`config.mk`:
```
export PLATFORM = sky130hd
export DESIGN_NAME = coin_start_sequencer
export DESIGN_NICKNAME = d
export VERILOG_FILES = /design/src/rtl/arcade_ctrl_pkg.sv /design/src/rtl/coin_start_sequencer_edge_sync.sv /design/src/rtl/coin_start_sequencer.sv
export SDC_FILE = /design/constraint.sdc
export NUM_CORES = 1
export LEC_CHECK = 0
export CAP_MARGIN = 20
export CORE_ASPECT_RATIO = 0.5
export CORE_UTILIZATION = 57
export DETAILED_ROUTE_END_ITERATION = 10
export GPL_TIMING_DRIVEN = 0
export PLACE_DENSITY_LB_ADDON = 0.08
export SLEW_MARGIN = 20
export SYNTH_ARGS = -nofsm -noshare
export SYNTH_HDL_FRONTEND = slang
export SYNTH_SLANG_ARGS = --single-unit
export TNS_END_PERCENT = 30
```
`constraint.sdc`:
```
create_clock -name clk_sys -period 3 [get_ports clk_sys]
set_input_delay 0.6 -clock clk_sys [delete_from_list [all_inputs] [get_ports clk_sys]]
set_output_delay 0.6 -clock clk_sys [all_outputs]
set_load 0.02 [all_outputs]
```
`src/rtl/arcade_ctrl_pkg.sv`:
```
// Shared types and defaults for the Space Race cabinet controls.
// Counts assume clk_sys = 57.272 MHz.
package arcade_ctrl_pkg;

  typedef enum logic [1:0] {
    IDLE  = 2'd0,
    COIN  = 2'd1,
    START = 2'd2,
    GAP   = 2'd3
  } seq_state_t;

  localparam int P1 = 0;
  localparam int P2 = 1;

  localparam int unsigned CLK_SYS_HZ = 57272000;

  // ~10.5 ms coin switch, comfortably above the 10 ms the core needs
  localparam int unsigned COIN_PULSE_CNT_DEF  = 600000;
  // ~1.05 ms start switch
  localparam int unsigned START_PULSE_CNT_DEF = 60000;
  // ~5.2 ms quiet time between pulses
  localparam int unsigned GAP_CNT_DEF         = 300000;

  // Counter width able to hold the largest of the three intervals
  function automatic int cnt_width(
    input int unsigned a,
    input int unsigned b,
    input int unsigned c
  );
    int unsigned m;
    m = a;
    if (b > m) m = b;
    if (c > m) m = c;
    return (m > 1) ? $clog2(m) : 1;
  endfunction

  // One-hot player choice; rr selects the winner when both request
  function automatic logic [1:0] pick_player(
    input logic [1:0] req,
    input logic       rr
  );
    if (&req) return rr ? 2'b10 : 2'b01;
    return req;
  endfunction

endpackage

```
`src/rtl/coin_start_sequencer_edge_sync.sv`:
```
// Two-flop synchronizer with rising-edge detect per bit.
// rise_o is high for one cycle after a synchronized 0->1.
module edge_sync #(
  parameter int W = 4
) (
  input  logic         clk_i,
  input  logic         rst_i,
  input  logic [W-1:0] d_i,
  output logic [W-1:0] rise_o
);

  logic [W-1:0] s1_q;
  logic [W-1:0] s2_q;
  logic [W-1:0] prev_q;

  // Metastability chain plus previous-value register
  always_ff @(posedge clk_i or posedge rst_i) begin
    if (rst_i) begin
      s1_q   <= '0;
      s2_q   <= '0;
      prev_q <= '0;
    end else begin
      s1_q   <= d_i;
      s2_q   <= s1_q;
      prev_q <= s2_q;
    end
  end

  assign rise_o = s2_q & ~prev_q;

endmodule

```
`src/rtl/coin_start_sequencer.sv`:
```
// Coin/start pulse sequencer for both players with round-robin
// arbitration and credit-lamp gating of coin requests.
module coin_start_sequencer
  import arcade_ctrl_pkg::*;
#(
  parameter int unsigned COIN_PULSE_CNT  = COIN_PULSE_CNT_DEF,
  parameter int unsigned START_PULSE_CNT = START_PULSE_CNT_DEF,
  parameter int unsigned GAP_CNT         = GAP_CNT_DEF
) (
  input  logic       clk_sys,
  input  logic       reset,
  input  logic [1:0] coin_req,
  input  logic [1:0] start_req,
  input  logic       credit_light_n,
  output logic       coin_sw,
  output logic       start_game,
  output logic       busy,
  output logic [1:0] grant,
  output logic       coin_rejected,
  output logic [7:0] coin_count
);

  localparam int CNT_W =
    cnt_width(COIN_PULSE_CNT, START_PULSE_CNT, GAP_CNT);

  localparam logic [CNT_W-1:0] COIN_LAST  = CNT_W'(COIN_PULSE_CNT - 1);
  localparam logic [CNT_W-1:0] START_LAST = CNT_W'(START_PULSE_CNT - 1);
  localparam logic [CNT_W-1:0] GAP_LAST   = CNT_W'(GAP_CNT - 1);

  seq_state_t       state_q, state_d;
  logic [CNT_W-1:0] cnt_q, cnt_d;
  logic             rr_q, rr_d;
  logic [1:0]       grant_q, grant_d;
  logic [7:0]       count_q, count_d;
  logic [1:0]       coin_pend_q, coin_pend_d;
  logic [1:0]       start_pend_q, start_pend_d;
  logic             coin_sw_q, start_q, rej_q, rej_d;

  logic [3:0] rise;
  logic [1:0] coin_clr, start_clr;
  logic [1:0] coin_pick, start_pick;
  logic       decide;
  logic       coin_any, start_any;
  logic       coin_go, coin_rej, start_go;

  edge_sync #(
    .W (4)
  ) u_sync (
    .clk_i  (clk_sys),
    .rst_i  (reset),
    .d_i    ({start_req, coin_req}),
    .rise_o (rise)
  );

  assign coin_any  = |coin_pend_q;
  assign start_any = |start_pend_q;
  assign coin_go   = coin_any & credit_light_n;
  assign coin_rej  = coin_any & ~credit_light_n;
  assign start_go  = ~coin_go & start_any;

  assign coin_pick  = pick_player(coin_pend_q, rr_q);
  assign start_pick = pick_player(start_pend_q, rr_q);

  // Next state, counter reload, arbitration and pending clears.
  // The last GAP cycle dispatches directly so pulses sit GAP_CNT apart.
  always_comb begin
    state_d   = state_q;
    cnt_d     = cnt_q + 1'b1;
    rr_d      = rr_q;
    grant_d   = grant_q;
    count_d   = count_q;
    coin_clr  = 2'b00;
    start_clr = 2'b00;
    rej_d     = 1'b0;
    decide    = 1'b0;

    unique case (state_q)
      IDLE: begin
        cnt_d  = '0;
        decide = 1'b1;
      end
      COIN: begin
        if (cnt_q == COIN_LAST) begin
          state_d = GAP;
          cnt_d   = '0;
          grant_d = 2'b00;
        end
      end
      START: begin
        if (cnt_q == START_LAST) begin
          state_d = GAP;
          cnt_d   = '0;
          grant_d = 2'b00;
        end
      end
      GAP: begin
        if (cnt_q == GAP_LAST) begin
          state_d = IDLE;
          cnt_d   = '0;
          decide  = 1'b1;
        end
      end
      default: begin
        state_d = IDLE;
        cnt_d   = '0;
      end
    endcase

    if (decide) begin
      if (coin_rej) begin
        coin_clr = 2'b11;
        rej_d    = 1'b1;
      end
      unique case (1'b1)
        coin_go: begin
          state_d  = COIN;
          cnt_d    = '0;
          grant_d  = coin_pick;
          coin_clr = coin_pick;
          count_d  = count_q + 8'd1;
          if (&coin_pend_q) rr_d = ~rr_q;
        end
        start_go: begin
          state_d   = START;
          cnt_d     = '0;
          grant_d   = start_pick;
          start_clr = start_pick;
          if (&start_pend_q) rr_d = ~rr_q;
        end
        default: begin
        end
      endcase
    end
  end

  // A fresh edge wins over a same-cycle clear so it is not lost
  always_comb begin
    coin_pend_d  = (coin_pend_q & ~coin_clr) | rise[1:0];
    start_pend_d = (start_pend_q & ~start_clr) | rise[3:2];
  end

  // State, counter, arbiter and registered outputs
  always_ff @(posedge clk_sys or posedge reset) begin
    if (reset) begin
      state_q      <= IDLE;
      cnt_q        <= '0;
      rr_q         <= 1'b0;
      grant_q      <= 2'b00;
      count_q      <= 8'd0;
      coin_pend_q  <= 2'b00;
      start_pend_q <= 2'b00;
      coin_sw_q    <= 1'b0;
      start_q      <= 1'b0;
      rej_q        <= 1'b0;
    end else begin
      state_q      <= state_d;
      cnt_q        <= cnt_d;
      rr_q         <= rr_d;
      grant_q      <= grant_d;
      count_q      <= count_d;
      coin_pend_q  <= coin_pend_d;
      start_pend_q <= start_pend_d;
      coin_sw_q    <= (state_d == COIN);
      start_q      <= (state_d == START);
      rej_q        <= rej_d;
    end
  end

  assign coin_sw       = coin_sw_q;
  assign start_game    = start_q;
  assign busy          = (state_q != IDLE);
  assign grant         = grant_q;
  assign coin_rejected = rej_q;
  assign coin_count    = count_q;

endmodule

```
# [After elaboration in Yosys (flattened, before gate mapping)]
# Cells that the tools add are included.
[word_totals] regBits=52 input_bits=7 output_inout_bits=14 elab_cells=85
[op_classes] addsub=2 eq_ne=10 n_mux=36 bitwise_logic=14 n_reduce_logical=10
[ops] cell="$mux 20" n=5
[ops] cell="$pmux 20 s4" n=1
[ops] cell="$mux 2" n=17
[ops] cell="$add 20x1->20 const B" n=1
[ops] cell="$eq 20x16->1 const B" n=1
[ops] cell="$eq 20x19->1 const B" n=1
[ops] cell="$eq 20x20->1 const B" n=1
[ops] cell="$pmux 2 s2" n=3
[ops] cell="$add 8x1->8 const B" n=1
[ops] cell="$mux 1" n=7
[ops] cell="$eq 2x2->1 const B" n=3
[ops] cell="$pmux 2 s3" n=1
[ops] cell="$reduce_and 2->1" n=3
[ops] cell="$reduce_or 2->1" n=3
[ops] cell="$and 2x2->2" n=2
[ops] cell="$and 4x4->4" n=1
[ops] cell="$eq 2x1->1 const B" n=2
[ops] cell="$ne 2x1->1 const B" n=2
[ops] cell="$not 2->2" n=2
[ops] cell="$not 4->4" n=1
[ops] cell="$or 2x2->2" n=2
[ops] cell="$pmux 1 s2" n=2
[ops] cell="$reduce_and 4->1" n=1
[ops] cell="$reduce_bool 2->1" n=2
[ops] cell="3 further kinds" n=7

# [Longest topological paths before layout]
# Gate-level depths: netlist (run 1).
[depth] depth_word=9 mapped_depth=8

# [Cells and area by module]
# A second synthesis (run 1) with hierarchy kept.
[hier_totals] hier_cells=236 hier_area_um2=2586.2
[modules_own_cells] module="coin_start_sequencer" n_inst=1 cells_each=219 area_each_um2=2227.1 seq_area_each_um2=1001.0
[modules_own_cells] module="edge_sync" n_inst=1 cells_each=17 area_each_um2=359.1 seq_area_each_um2=300.3

# [Least setup slack after synthesis (run 1)]
# OpenSTA, ideal clock, no wires.
[synth_timing] path_kind="register to register" startpoint="register cnt_q[17]" endpoint="register grant_q[1] (netlist: grant[1])" setup_time_ns=0.120 arrival_ns=1.999 setup_slack_ns=0.881 stages_incl_launch_ff=7 path_buffers=1 cell_sequence="dfrtp_1 > or4b_4 > nor4_4 > a32oi_2 > buf_6 > a21o_1 > a31o_2"
[synth_between] elab_chain_len=5 elab_cells_between_ends=10
[synth_rtl] element="start, declared" line="coin_start_sequencer.sv:31" source="logic [CNT_W-1:0] cnt_q, cnt_d;"
[synth_rtl] element="start signal, assigned" line="coin_start_sequencer.sv:157" source="cnt_q <= cnt_d;"
[synth_rtl] element="$eq 20x16->1 / $eq 20x20->1 (equally long branches)" line="coin_start_sequencer.sv:90, coin_start_sequencer.sv:83"
[synth_rtl] element="$mux 2, on equally long branches" line="coin_start_sequencer.sv:90, coin_start_sequencer.sv:83"
[synth_rtl] element="$pmux 2 s2" line="coin_start_sequencer.sv:77" source="unique case (state_q)"
[synth_rtl] element="$pmux 2 s2" line="coin_start_sequencer.sv:114" source="unique case (1'b1)"
[synth_rtl] element="$mux 2 *" line="coin_start_sequencer.sv:109" source="if (decide) begin"
[synth_rtl] element="via grant_d[1]" line="coin_start_sequencer.sv:33" source="logic [1:0] grant_q, grant_d;"
[synth_rtl] element="end signal, assigned" line="coin_start_sequencer.sv:159" source="grant_q <= grant_d;"
[synth_rtl] element="end, declared" line="coin_start_sequencer.sv:33"
# The timed path passes the listed nets; every way through them passes the cells marked *.
# A chain may end at the register's enable or synchronous reset.

# [Worst setup path in the final report (run 1)]
[layout_timing] startpoint="register state_q[1]" endpoint="output port busy"
[layout_between] elab_chain_len=1
[layout_rtl] element="start, declared" line="coin_start_sequencer.sv:30" source="seq_state_t state_q, state_d;"
[layout_rtl] element="start signal, assigned" line="coin_start_sequencer.sv:156" source="state_q <= state_d;"
[layout_rtl] element="$reduce_bool 2->1" line="coin_start_sequencer.sv:171" source="assign busy = (state_q != IDLE);"
[layout_rtl] element="end, declared" line="coin_start_sequencer.sv:17" source="output logic busy,"
# No other way between the ends.

==> results of run 1 <==
-- worst register-to-register path, cell delays in order, from the launching register on --
cell and delay, ns:
dfrtp_1 0.45, or4b_4 0.55, nor4_4 0.38, a32oi_2 0.24, a21oi_1 0.19, a211o_1 0.14
buf_2 0.21, nor2_1 0.07
-- per-stage QoR --
step,power [mW],util
2_1_floorplan,0.743,-
3_3_place_gp,0.757,0.674
3_5_place_dp,0.762,0.679
4_1_cts,1.17,0.703
5_1_grt,1.20,0.703
6_report,1.15,0.703
-- state kept, by name (all words and copies together) (netlist names), 2 cells and up --
name	cells
cnt_q	20
coin_count	8
coin_pend_q	2
grant	2
start_pend_q	2
state_q	2
u_sync.prev_q	4
u_sync.s1_q	4
u_sync.s2_q	4
-- cell type report --
type                            instances  area share
Buffer                                  3     0.00756
Clock buffer                            6      0.0294
Clock inverter                          2     0.00356
Inverter                               15      0.0200
Multi-Input combinational cell        165       0.375
Sequential cell                        52       0.463
Tap cell                               54      0.0240
Timing Repair Buffer                   21      0.0783
-- logic make-up after synthesis --
logic type	after synthesis	synth area share
adder cells (fa/ha/maj)	7	0.0360
AND/OR/NAND/NOR	102	0.218
AO/OA/AOI/OAI	29	0.0813
XOR/XNOR	26	0.0936
multiplexers	1	0.00463
flip-flops	52	0.535
buffers and inverters	18	0.0319
-- synth_stat cells (2+ instances only) --
cell type  count  area, um2
inv_1         15       56.3
or4_1          3       22.5
nand2b_1       4       25.0
nand3b_1       2       15.0
xnor2_1       15        131
ha_1           7       87.6
xor2_1        11       96.3
a22o_1         2       17.5
nor4_1         4       25.0
nand4_1        8       50.1
dfrtp_1       52       1300
nor3_1         5       25.0
o21ai_0        7       35.0
o31ai_1        2       15.0
a31o_2         2       17.5
nor2b_1        3       18.8
a21oi_1        8       40.0
and3_1         4       25.0
nor2_1        38        143
buf_2          2       10.0
nand2_1       16       60.1
nand3_1        7       35.0
-- power by group through the flow --
stage	clock, mW	sequential, mW	combinational (mW)
detailed placement	0	0.727	0.0351
floorplan	0	0.727	0.0160
global route	0.448	0.714	0.0388
CTS	0.418	0.713	0.0352
finish	0.406	0.713	0.0338
global placement	0	0.727	0.0308
-- how the worst max path moves through the flow --
stage | startpoint | to | slack (ns) | depth (start not counted)
2_1_floorplan | cnt_q[17] | grant[1] | 0.88 | 6
3_3_place_gp | reset | coin_count[7] | 0.27 | 2
3_5_place_dp | cnt_q[16] | cnt_q[5] | 0.65 | 7
4_1_cts | cnt_q[16] | cnt_q[2] | 0.64 | 7
5_1_grt | cnt_q[16] | cnt_q[17] | 0.50 | 7
6_report | state_q[1] | busy | 0.65 | 4
-- routing by layer --
| layer | part of all wire | vias up | GRT usage |
|---|---|---|---|
| li1 | - | 859 | - |
| met1 | 0.49 | 835 | 0.255 |
| met2 | 0.45 | 36 | 0.335 |
| met3 | 0.042 | 7 | 0.0623 |
| met4 | 0.011 | 0 | 0.0677 |
| met5 | 0 | - | 0 |
==> impl_metrics.yaml, run 1 <==
outcome:
  outcome: "finished clean"
worst_setup_path:
  crit_top_cell: "inv_1"
  required_ns: 2.40
  cp_top_family: "buffers and inverters"
  cp.arrival_ns: 1.75
  worst-setup-path-type: "flop to output port"
  reg2reg_to: "cnt_q[2]"
  start_kind: "flop"
  r2r_slack_ns: 0.66
  reg2regPathDepth: 7
  crit_slowest_cell: "clkdlybuf4s50_1"
  crit_fanout: 5
  r2r-start: "cnt_q[16]"
  crit_chain: "inv_1, ha_1, inv_1, clkdlybuf4s50_1"
  cp_num_buf_inv: 3
  end_kind: "output port"
  cpPeakStageDelay_ns: 0.59
synthesis:
  synth_edf_count: 0
  yosysWarnings: 0
  seq_area_frac_synth: 0.535
  synthesis.nets: 249
  synth-main-ff-cell: "dfrtp_1"
  synth_area_um2: 2430
  async_reset_ff_frac: 1.00
  ys_ff_latch: 52
  avgSynthCellArea_um2: 10.4
  syn_inst: 235
  yosysUniqueCellTypes: 40
timing:
  timing.fmax_ghz: 0.425
  whs_ns: 0.355
  min_period_ns: 2.35
  setup_viol_count_final: 0
  rsz0062_at_grt: "no"
  maxSlewViolCount: 0
  skew_ns: 0.00671
  post-route-period-util: 0.785
  tightest_slew_ns: 0.637
  final_hold_viol_count: 0
  timing.final.ws_setup_ns: 0.645
  relSlewSlack: 0.571
  setup_tns_ns: 0
power:
  p_sw_frac: 0.213
  peakVddDrop_uv: 228
  comb_power_share: 0.029
  clkPwrFrac: 0.352
  internal_power_mw: 0.907
  powerDensity_nw_per_um2: 410
  seqPwrFrac: 0.618
  p_leak_nw: 1.28
  p_sw_mw: 0.246
global_route:
  grt_overflow_total: 0
  grt_pass1_vias: 1488
  grt_antenna_before_repair: 0
  grtUsageTotal: 0.199
  grt_max_degree: 32
  grt_pass1_wl_um: 6600
cts:
  cts.sinks: 52
  cts_tree: "built"
  clk_path_buf_depth: 2
  cts_resized: 0
  path_clk_slew_ns: 0.09
  clkLatencyLatePin_ns: 0.30
  cts-root-buf: "clkbuf_8"
  cts_buffers: 5
  cts_setup_buffers: 0
  hold_buffers: 0
  htreeDepth: 2
final_layout:
  final_cell_mix: "dfrtp_1 (52), nor2_1 (38), clkdlybuf4s50_1 (20), nand2_1 (16), xnor2_1 (15)"
  area_growth_pct: 15.6
  final_nets: 277
  diodes: 0
  final_common_cell: "dfrtp_1"
  finish.instance_area_um2: 2810
  layout-drive-gt1-share: 0.0833
  regArea_um2: 1300
  fillCellCount: 303
  final_cells: 318
  multiInputGateArea_um2: 1050
routing:
  routed_via_density: 5.46
  via_count: 1737
  avgRoutedWirePerCell_um: 13.1
  firstDrtPassIters: 4
  ant_nets: 0
  drt_iter0_markers: 41
  drt-total-wl_um: 4170
  drc: 0
placed_design:
  dpl_worst_slack_ns: 0.654
  dpl.hpwl_um: 3030
  placed_area_um2: 2720
  port_buffers: 20
  gp_congestion: 0.822
  dp_cells: 310
die:
  design.die.area_um2: 4550
  io_pins: 21
  die_w_um: 94.4
  rows: 16
  initial_core_util: 0.608
  core_um2: 4000
  fp.dieH_um: 48.2
hold_path:
  worstHoldStart: "u_sync.s1_q[3]"
  hold_end: "u_sync.s2_q[3]"
  holdCritPathClass: "flop to flop"
  min_delay_path_depth: 0
flow_run:
  cap_viol_max_count: 0
Power figures use the tool's default switching activity.
==> run 2: changes to the inputs <==
==> constraint.sdc (replaced) <==
create_clock -name clk_sys -period 2.2 [get_ports clk_sys]
set_input_delay 0.44 -clock clk_sys [delete_from_list [all_inputs] [get_ports clk_sys]]
set_output_delay 0.44 -clock clk_sys [all_outputs]
set_load 0.02 [all_outputs]
==> impl_metrics.yaml, run 2 (same netlist as run 1, synthesis figures left out) <==
outcome:
  outcome: "finished clean"
routing:
  via_count: 1749
  firstDrtPassIters: 4
  ant_nets: 0
  routed_via_density: 5.41
  drt_iter0_markers: 62
  avgRoutedWirePerCell_um: 13.9
  drc: 0
  drt-total-wl_um: 4480
cts:
  clkLatencyLatePin_ns: 0.30
  htreeDepth: 2
  cts_tree: "built"
  cts_buffers: 5
  path_clk_slew_ns: 0.09
  cts.sinks: 52
  hold_buffers: 0
  cts-root-buf: "clkbuf_8"
  clk_path_buf_depth: 2
die:
  fp.dieH_um: 48.2
  core_um2: 4000
  io_pins: 21
  rows: 16
  initial_core_util: 0.608
  die_w_um: 94.4
  design.die.area_um2: 4550
global_route:
  grt_overflow_total: 0
  grt_pass1_vias: 1489
  grt-busiest-layer: "met2"
  grt_max_degree: 32
  use_met1: 0.259
  grtUsageTotal: 0.200
  grt_use_met3: 0.0623
  grt_pass1_wl_um: 6640
  grt_antenna_before_repair: 0
  grt_use_met2: 0.332
worst_setup_path:
  worst-setup-path-type: "flop to flop"
  cpPeakStageDelay_ns: 0.56
  required_ns: 2.40
  crit_fanout: 5
  cp_top_family: "simple AND/OR/NAND/NOR gates"
  crit_chain: "or4b_4, nor4_4, a32oi_2, a21oi_2, a211o_1, buf_6, clkbuf_16, nor2_1"
  cp_num_buf_inv: 2
  end_kind: "flop"
  cp.arrival_ns: 2.40
  crit_slowest_cell: "or4b_4"
  start_kind: "flop"
timing:
  timing.fmax_ghz: 0.455
  rsz0062_at_grt: "yes"
  relSlewSlack: 0.530
  post-route-period-util: 0.999
  skew_ns: 0.00874
  setup_viol_count_final: 0
  final_hold_viol_count: 0
  maxSlewViolCount: 0
  min_period_ns: 2.20
  tightest_slew_ns: 0.698
final_layout:
  diodes: 0
  final_nets: 282
  layout-drive-gt1-share: 0.126
  regMostFlops: "cnt_q"
  finish.instance_area_um2: 2920
  final_cell_mix: "dfrtp_1 (51), nor2_1 (37), clkdlybuf4s50_1 (19), nand2_1 (16), xnor2_1 (15)"
  area_growth_pct: 20.0
  largest_reg_flops: 20
  fillCellCount: 280
  final_common_cell: "dfrtp_1"
placed_design:
  port_buffers: 20
  gp_congestion: 0.822
  placed_area_um2: 2720
  dpl.hpwl_um: 3030
power:
  p_leak_nw: 1.31
  peakVddDrop_uv: 329
  powerDensity_nw_per_um2: 542
  finalPower_mw: 1.58
hold_path:
  holdCritPathClass: "flop to flop"
flow_run:
  cap_viol_max_count: 0
## run 2: stage by stage
stage          utilization  cells  setup TNS [ns]  hold slack, ns  worst slack [ns]
3_3_place_gp         0.674    309          -21.43           0.333            -0.365
4_1_cts              0.704    319        -0.00485           0.359          -0.00196
6_report             0.729    323               0           0.355           0.00201
3_5_place_dp         0.679    310           -3.64           0.338            -0.146
5_1_grt              0.729    323           -1.90           0.363            -0.105
2_1_floorplan            -    235               0           0.331            0.0807
## run 2: per-layer routing
layer	part of all wire	vias to the layer above	routed length, um
met1	0.49	844	2210
met5	0	-	0
li1	-	872	-
met2	0.46	26	2040
met3	0.039	7	174
met4	0.010	0	46
## run 2: final timing paths
kind / startpoint / endpoint / slack [ns] / cells after the start
setup / recovery: cnt_q[17] / cnt_q[9] / 0.002 / 8
hold / removal: u_sync.s1_q[3] / u_sync.s2_q[3] / 0.36 / 0
setup reg to reg: cnt_q[17] / cnt_q[9] / 0.002 / 8
hold reg to reg: u_sync.s1_q[3] / u_sync.s2_q[3] / 0.36 / 0
max in group asynchronous: reset / u_sync.s1_q[2] / 1.22 / 3
min in group asynchronous: reset / cnt_q[8] / 0.46 / 2
## run 2: final cells by class
class,instances,area (um2),share of cell area
clock buffer,6,82.6,0.0283
multi-input combinational,165,1080,0.370
buffer,3,37.5,0.0129
clock inverter,2,10.0,0.00343
timing repair buffer,26,282,0.0965
sequential,52,1300,0.446
tap,54,67.6,0.0232
inverter,15,56.3,0.0193
## run 2: worst reg2reg max path, cell delays in order, from the launching register on
cell and delay [ns]:
dfrtp_1 0.42, or4b_4 0.56, nor4_4 0.23, a32oi_2 0.24, a21oi_2 0.17, a211o_1 0.17
buf_6 0.13, clkbuf_16 0.13, nor2_1 0.04
## run 2: where the power goes
group          internal (mW)  switching (mW)  total [mW]  leakage, nW
Clock                  0.252           0.312       0.564       0.0510
Combinational         0.0183          0.0279      0.0462        0.614
Sequential             0.967         0.00553       0.972        0.649
## run 2: repair_timing
item,CTS,global route
endpoints found under the hold margin,0,0
resized for setup,0,16
setup endpoints to repair,35,35
buffers inserted,1,3
cloned,0,1
pin swaps,2,0
==> run 3: changes to the inputs <==
--- a/config.mk
+++ b/config.mk
@@ -7,10 +7,11 @@
 export LEC_CHECK = 0
 export CAP_MARGIN = 20
 export CORE_ASPECT_RATIO = 0.5
-export CORE_UTILIZATION = 57
+export CORE_UTILIZATION = 59
+export CTS_BUF_LIST = sky130_fd_sc_hd__clkbuf_4 sky130_fd_sc_hd__clkbuf_8
 export DETAILED_ROUTE_END_ITERATION = 10
 export GPL_TIMING_DRIVEN = 0
-export PLACE_DENSITY_LB_ADDON = 0.08
+export PLACE_DENSITY_LB_ADDON = 0.12
 export SLEW_MARGIN = 20
 export SYNTH_ARGS = -nofsm -noshare
 export SYNTH_HDL_FRONTEND = slang
==> constraint.sdc (replaced) <==
create_clock -name clk_sys -period 2.1 [get_ports clk_sys]
set_input_delay 0.42 -clock clk_sys [delete_from_list [all_inputs] [get_ports clk_sys]]
set_output_delay 0.42 -clock clk_sys [all_outputs]
set_load 0.02 [all_outputs]
==> impl_metrics.yaml, run 3 (same netlist as run 1, synthesis figures left out) <==
cts:
  cts_tree: "built"
  clk_path_buf_depth: 2
  path_clk_slew_ns: 0.09
  cts_buffers: 5
  clkLatencyLatePin_ns: 0.31
  htreeDepth: 2
  cts.sinks: 52
  hold_buffers: 0
  cts-root-buf: "clkbuf_8"
routing:
  firstDrtPassIters: 4
  drt-total-wl_um: 4810
  drc: 0
  ant_nets: 0
  via_count: 1819
  drt_iter0_markers: 50
  routed_via_density: 5.63
  avgRoutedWirePerCell_um: 14.9
placed_design:
  dpl.hpwl_um: 3180
  dpl_worst_slack_ns: -0.107
  gp_congestion: 0.852
  dp_cells: 310
  port_buffers: 20
  placed_area_um2: 2720
final_layout:
  final_nets: 282
  final_cell_mix: "dfrtp_1 (50), nor2_1 (35), clkdlybuf4s50_1 (19), nand2_1 (16), xnor2_1 (15)"
  fin_util: 0.749
  finish.instance_area_um2: 2940
  largest_reg_flops: 20
  area_growth_pct: 20.9
  diodes: 0
  final_common_cell: "dfrtp_1"
  final_cells: 323
  layout-drive-gt1-share: 0.149
  regMostFlops: "cnt_q"
outcome:
  outcome: "finished, violations left"
  violations: "negative setup slack"
global_route:
  grt_overflow_total: 0
  grt_max_degree: 30
  grt_pass1_wl_um: 7580
  grtUsageTotal: 0.235
  grt_pass1_vias: 1661
  grt_antenna_before_repair: 0
worst_setup_path:
  worst-setup-path-type: "flop to flop"
  start_kind: "flop"
  required_ns: 2.29
  crit_fanout: 10
  cp.arrival_ns: 2.32
  end_kind: "flop"
die:
  design.die.area_um2: 4400
  io_pins: 21
  die_w_um: 92.8
  initial_core_util: 0.620
  fp.dieH_um: 47.4
  rows: 16
  core_um2: 3920
timing:
  min_period_ns: 2.13
  setup_viol_count_final: 18
  timing.final.ws_setup_ns: -0.0257
  whs_ns: 0.355
  tightest_slew_ns: 0.629
  final_hold_viol_count: 0
  timing.fmax_ghz: 0.470
  setup_tns_ns: -0.152
  rsz0062_at_grt: "yes"
  relSlewSlack: 0.577
  post-route-period-util: 1.01
  maxSlewViolCount: 0
  skew_ns: 0.00587
hold_path:
  holdCritPathClass: "flop to flop"
power:
  peakVddDrop_uv: 299
  powerDensity_nw_per_um2: 598
  finalPower_mw: 1.76
  p_leak_nw: 1.31
flow_run:
  cap_viol_max_count: 0
[run 3: worst paths after layout]
check | start | end | slack, ns | cells past startpoint
worst max-delay path | cnt_q[17] | cnt_q[19] | -0.03 | 8
worst min-delay path | u_sync.s1_q[3] | u_sync.s2_q[3] | 0.36 | 0
worst max register to register | cnt_q[17] | cnt_q[19] | -0.03 | 8
worst min register to register | u_sync.s1_q[3] | u_sync.s2_q[3] | 0.36 | 0
max in group asynchronous | reset | state_q[1] | 1.08 | 3
min in group asynchronous | reset | cnt_q[6] | 0.48 | 2
[run 3: critical path, stage by stage (launching register included)]
cell     delay [ns]
dfrtp_1        0.40
or4b_4         0.55
nor4_4         0.23
buf_4          0.17
a21oi_1        0.08
a21oi_2        0.15
a211o_1        0.21
buf_6          0.16
nor2_1         0.06
[run 3: report_power, final]
| group | internal (mW) | total (mW) | leakage, nW | switching (mW) |
|---|---|---|---|---|
| Clock | 0.367 | 0.689 | 0.0586 | 0.322 |
| Sequential | 1.01 | 1.02 | 0.649 | 0.00580 |
| Combinational | 0.0194 | 0.0506 | 0.606 | 0.0312 |
[run 3: final cells by class]
cell class | instances | area (um2)
Inverter | 15 | 56.3
Tap cell | 54 | 67.6
Fill cell | 272 | 983
Timing Repair Buffer | 26 | 256
Clock inverter | 2 | 35.0
Multi-Input combinational cell | 165 | 1110
Buffer | 3 | 33.8
Sequential cell | 52 | 1300
Clock buffer | 6 | 76.3
[run 3: repair_timing]
action,in CTS,in global routing
setup endpoints to repair,36,38
gates resized for setup,8,13
setup buffers,5,0
pin swaps,1,8
[run 3: metal layers]
| layer | up-vias | wire [um] | global-route usage |
|---|---|---|---|
| li1 | 872 | - | - |
| met1 | 887 | 2130 | 0.298 |
| met2 | 45 | 2350 | 0.394 |
| met3 | 15 | 209 | 0.0583 |
| met4 | 0 | 118 | 0.120 |
| met5 | - | 0 | 0 |
